[src/rtl/pc_sequencer.sv]
// pc_sequencer: registered program counter for the KT8 core.
// Advances the PC once per enabled cycle (sequential step, relative jumps,
// conditional skips, register-indirect jump, call/return through an internal
// return-address stack). A CALLR on a full stack or a RET on an empty stack
// sets a sticky flag and halts the unit until reset.
//
// Handshake: there is no valid/ready pair here; step_i is a plain qualifier.
// instruction_i and r_value_i are sampled only at a rising edge where
// step_i=1 and the unit is in RUN, and the outcome is visible on the outputs
// from the following cycle.
module pc_sequencer #(
  parameter int PC_WIDTH    = 8,
  parameter int DATA_WIDTH  = 8,
  parameter int STACK_DEPTH = 4,
  parameter int RESET_PC    = 0,
  localparam int DEPTH_W    = $clog2(STACK_DEPTH + 1)
) (
  input  logic                  clk_i,
  input  logic                  rst_i,
  input  logic                  step_i,
  input  logic [7:0]            instruction_i,
  input  logic [DATA_WIDTH-1:0] r_value_i,
  output logic [PC_WIDTH-1:0]   pc_o,
  output logic [DEPTH_W-1:0]    stack_depth_o,
  output logic                  overflow_o,
  output logic                  underflow_o,
  output logic                  halted_o,
  output logic                  state_dbg_o    // 1 while in HALT
);

  localparam int IDX_W = (STACK_DEPTH > 1) ? $clog2(STACK_DEPTH) : 1;

  typedef enum logic {
    RUN  = 1'b0,
    HALT = 1'b1
  } state_t;

  state_t                state_q, state_d;
  logic [PC_WIDTH-1:0]   pc_q, pc_d;
  logic [DEPTH_W-1:0]    depth_q, depth_d;
  logic                  ovf_q, ovf_d;
  logic                  unf_q, unf_d;
  logic                  push_en;

  logic [PC_WIDTH-1:0]   stack_mem [STACK_DEPTH];
  logic [IDX_W-1:0]      push_idx;
  logic [IDX_W-1:0]      pop_idx;
  logic [DEPTH_W-1:0]    depth_m1;

  logic [PC_WIDTH-1:0]   r_as_pc;
  logic [PC_WIDTH-1:0]   d_ext;
  logic [PC_WIDTH-1:0]   pc_inc;

  // R register value as a PC: zero-extend when narrower, truncate otherwise.
  generate
    if (DATA_WIDTH < PC_WIDTH) begin : g_r_zext
      assign r_as_pc = {{(PC_WIDTH - DATA_WIDTH){1'b0}}, r_value_i};
    end else begin : g_r_trunc
      assign r_as_pc = r_value_i[PC_WIDTH-1:0];
    end
  endgenerate

  assign d_ext    = PC_WIDTH'(instruction_i[3:0]);
  assign pc_inc   = pc_q + PC_WIDTH'(1);
  assign depth_m1 = depth_q - DEPTH_W'(1);
  assign push_idx = depth_q[IDX_W-1:0];
  assign pop_idx  = depth_m1[IDX_W-1:0];

  // Next-state decode: all registers hold unless RUN and step_i.
  always_comb begin
    state_d = state_q;
    pc_d    = pc_q;
    depth_d = depth_q;
    ovf_d   = ovf_q;
    unf_d   = unf_q;
    push_en = 1'b0;
    if (state_q == RUN && step_i) begin
      casez (instruction_i)
        8'b1100_????: pc_d = pc_q + d_ext;
        8'b1101_????: pc_d = pc_q - d_ext;
        8'hE0: pc_d = (r_value_i == '0) ? pc_q + PC_WIDTH'(2) : pc_inc;
        8'hE1: pc_d = (r_value_i != '0) ? pc_q + PC_WIDTH'(2) : pc_inc;
        8'hE2: pc_d = r_as_pc;
        8'hE3: begin
          if (depth_q == DEPTH_W'(STACK_DEPTH)) begin
            ovf_d   = 1'b1;
            state_d = HALT;
          end else begin
            push_en = 1'b1;
            depth_d = depth_q + DEPTH_W'(1);
            pc_d    = r_as_pc;
          end
        end
        8'hE4: begin
          if (depth_q == '0) begin
            unf_d   = 1'b1;
            state_d = HALT;
          end else begin
            depth_d = depth_m1;
            pc_d    = stack_mem[pop_idx];
          end
        end
        default: pc_d = pc_inc;
      endcase
    end
  end

  // State, PC, depth and sticky flags; reset dominates.
  always_ff @(posedge clk_i) begin
    if (rst_i) begin
      state_q <= RUN;
      pc_q    <= PC_WIDTH'(RESET_PC);
      depth_q <= '0;
      ovf_q   <= 1'b0;
      unf_q   <= 1'b0;
    end else begin
      state_q <= state_d;
      pc_q    <= pc_d;
      depth_q <= depth_d;
      ovf_q   <= ovf_d;
      unf_q   <= unf_d;
    end
  end

  // Return-address storage; contents are don't-care after reset.
  always_ff @(posedge clk_i) begin
    if (push_en && !rst_i) begin
      stack_mem[push_idx] <= pc_inc;
    end
  end

  assign pc_o          = pc_q;
  assign stack_depth_o = depth_q;
  assign overflow_o    = ovf_q;
  assign underflow_o   = unf_q;
  assign halted_o      = ovf_q | unf_q;
  assign state_dbg_o   = (state_q == HALT);

endmodule

[config.mk]
export PLATFORM = sky130hd
export DESIGN_NAME = pc_sequencer
export DESIGN_NICKNAME = d
export VERILOG_FILES = /design/src/rtl/pc_sequencer.sv
export SDC_FILE = /design/constraint.sdc
export NUM_CORES = 1
export LEC_CHECK = 0
export BUFFER_PORTS_ARGS = -buffer_cell sky130_fd_sc_hd__buf_2
export CAP_MARGIN = 20
export CORE_MARGIN = 2
export CORE_UTILIZATION = 53
export DETAILED_ROUTE_END_ITERATION = 8
export GPL_ROUTABILITY_DRIVEN = 0
export PLACE_DENSITY = 0.77
export SYNTH_ARGS = -nofsm -noshare
export SYNTH_HDL_FRONTEND = slang
export SYNTH_SLANG_ARGS = --single-unit
[constraint.sdc]
create_clock -name clk_i -period 3.1 [get_ports clk_i]
set_clock_uncertainty 0.05 [all_clocks]
set_input_delay 0.62 -clock clk_i [delete_from_list [all_inputs] [get_ports clk_i]]
set_output_delay 0.62 -clock clk_i [all_outputs]
set_load 0.03 [all_outputs]
==> results.json <==
{
  "antenna_found_initial": 0,
  "post-synth-top-count-cell": "edfxtp_1",
  "final_core_util_pct": 63.6,
  "ctsHoldBuffers": 0,
  "drt-pass1-iter-count": 4,
  "path_clk_slew_ps": 90,
  "dieArea_sq_um": 5890,
  "grt_pass1_vias": 2188,
  "rsz0062_at_grt": "false",
  "power_density_nw_per_um2": 433,
  "slowest_delay_ps": 390,
  "setup_violations": 0,
  "avgSynthCellArea_sq_um": 11.0,
  "cpLargestDelayFamily": "compound AO/OA/AOI/OAI gates",
  "cts_inserted_buffers": 5,
  "startpoint_type": "primary input",
  "routedWlPerCell_microns": 16.6,
  "max_freq_mhz": 358,
  "synthArstFlopShare_pct": 0,
  "cts-htree-levels": 2,
  "syn_area_sq_um": 2810,
  "maxSlewHeadroom_pct": 64.8,
  "drtIter0Drc": 247,
  "die-height_microns": 76.8,
  "yosys.area_share.simple_pct": 15.0,
  "synth-warning-count": 0,
  "cap_violations": 0,
  "synthCells": 256,
  "num-nets-final": 340,
  "io_buffers": 33,
  "p_leak_uw": 0.00133,
  "irDropWorstVdd_mv": 0.293,
  "synthXorXnorAreaFrac_pct": 5.62,
  "cp_slowest_cell": "or4_1",
  "hold_depth": 2,
  "status": "complete, no violations",
  "synth_nets": 296,
  "diodes": 0,
  "synth_ff_type": "edfxtp_1",
  "path_buf_inv": 1,
  "num_vias": 2149,
  "r2r_cells": 9,
  "core-area_sq_um": 5110,
  "ys_top_cells_by_area": "edfxtp_1 (34%), dfxtp_1 (10%), ha_1 (8.9%)",
  "ant_nets": 0,
  "ios": 34,
  "synth-seq-cells": 46,
  "synth_top_family_by_area": "simple AND/OR/NAND/NOR gates",
  "slew_viol_final": 0,
  "initial_core_util_pct": 54.9,
  "period_share_pct": 90.0,
  "numClockSinks": 46,
  "period_needed_ps": 2790,
  "hold_end": "underflow_o",
  "fillers": 421,
  "grt.total_usage_pct": 22.3,
  "dp_hpwl_microns": 4740,
  "cp_max_fo": 4,
  "remaining_drc_errors": 0,
  "reg2reg_to": "pc_o[4]",
  "muxShareOfSynthArea_pct": 7.49,
  "row_count": 26,
  "clk_path_buf_depth": 2,
  "r2r_slack_ps": 630,
  "r2r_start": "pc_o[0]",
  "fin_tns_setup_ps": 0,
  "synth_common_cells": "edfxtp_1 (32), nor2_1 (25), ha_1 (20)",
  "grt_max_degree": 17,
  "ctsResizeCount": 0,
  "path_cells": "buf_2 -> nor3_1 -> ha_1 -> mux2i_1 -> ha_1 -> o21ai_0 -> a21oi_1 -> or4_1 -> a21oi_1 -> xnor2_1 -> o221ai_1 -> a32o_1",
  "wirelength_microns": 6160,
  "synthAdderAreaFrac_pct": 9.63,
  "synth.distinct_cells": 49,
  "synth_top_area_cell": "edfxtp_1",
  "setup.worst_path.end_class": "flip-flop",
  "viasPerCell": 5.79,
  "synth_edf_count": 32,
  "area_growth_pct": 15.7,
  "worstPathRequired_ps": 3250,
  "hp-start": "underflow_o",
  "synth_compound_gate_area_share_pct": 14.8,
  "synthDominantCellAreaShare_pct": 34.3,
  "arrival_ps": 2940,
  "hold_viol": 0,
  "worst_slew_pin_slew_ps": 524,
  "cts-root-buf": "clkbuf_8",
  "grt-ovfl-total": 0,
  "drive_gt1_share_pct": 23.6,
  "hp-class": "reg2reg",
  "synth-seq-area-share_pct": 44.2,
  "cts_tree": "built",
  "grt_pass1_wl_microns": 10400,
  "post-cts-setup-buffers": 0,
  "whs_ps": 449,
  "die_w_microns": 76.8,
  "crit_type": "in2reg",
  "insertion_delay_ps": 300
}
[per-stage QoR]
stage / cells / cell area [sq um] / worst slack, ps / total power (uW)
after floorplan: 256 / 2810 / 26.8 / 832
after global placement: 363 / 3110 / 51.4 / 902
after detailed placement: 363 / 3110 / 12.9 / 907
after CTS: 371 / 3250 / 324 / 1420
after global routing: 371 / 3250 / 93.6 / 1470
final: 371 / 3250 / 311 / 1410
[power by group]
group	switching, uW	internal, uW	total (uW)
combinational	122	90.1	212
clock	194	319	513
sequential	15.5	667	682
total	332	1080	1410
[cells in the final DEF (no fill, tap or decap), types with 2 or more instances in the layout]
master     instances
buf_2             33
bufinv_16          2
a32o_1             2
ha_1              20
a221o_1            2
inv_1             13
a221oi_1           6
o21a_1             2
xnor2_1           10
nor2_1            25
or3_1              2
nand2b_1           6
edfxtp_1          32
buf_4             13
xor2_1             8
and2_1             4
nor3_1             8
o221ai_1           3
nand2_1           15
mux2i_1            3
a21oi_1           13
clkbuf_8           5
a211oi_1           6
dfxtp_1           14
nand3_1            6
mux4_2             8
a31oi_1            3
a22oi_1            2
nor4_1             4
or2_2              3
o21ai_0            9
[worst max-delay path by stage]
stage | start | to | slack (ps) | depth (start not counted)
after global routing | instruction_i[6] | pc_o[7] | 90 | 14
after floorplan | instruction_i[6] | pc_o[7] | 30 | 13
final | instruction_i[1] | pc_o[7] | 310 | 12
after global placement | instruction_i[0] | pc_o[7] | 50 | 13
after CTS | instruction_i[1] | pc_o[7] | 320 | 12
after detailed placement | instruction_i[1] | pc_o[7] | 10 | 12
[final cells by class]
class / count / area, sq um / area share [%]
clock inverter: 3 / 63.8 / 1.97
timing repair buffer: 46 / 263 / 8.09
clock buffer: 5 / 68.8 / 2.12
tap: 70 / 87.6 / 2.70
inverter: 13 / 48.8 / 1.50
multi-input combinational: 188 / 1470 / 45.4
sequential: 46 / 1240 / 38.2
[cell families (layout without fill, tap and decap cells)]
kind of cell,count (synthesis),in the layout
xor+xnor,18,18
mux,11,11
simple gates,81,81
flops,46,46
compound gates,57,57
fa+ha+maj,21,21
buf+inv,22,67
[routing by layer]
layer | vias up | GRT usage, % | wire (microns)
li1 | 1052 | - | -
met2 | 76 | 37.0 | 2880
met1 | 1014 | 29.8 | 2820
met3 | 7 | 6.00 | 415
met5 | - | 0 | 0
met4 | 0 | 4.00 | 39
[state kept, by name, summed over array words and instances (netlist names)]
| signal | count |
|---|---|
| overflow_o | 1 |
| pc_o | 8 |
| stack_depth_o | 3 |
| stack_mem | 32 |
| state_dbg_o | 1 |
| underflow_o | 1 |
[worst register-to-register path, delay by kind of cell (launching register included)]
family	cells	cell delay [ps]
adder cells (fa/ha/maj)	2	630
XOR/XNOR	1	210
flip-flops	1	490
AO/OA/AOI/OAI	4	680
buffers and inverters	1	170
AND/OR/NAND/NOR	1	190
Note: power is estimated with default switching activity, not from simulation.
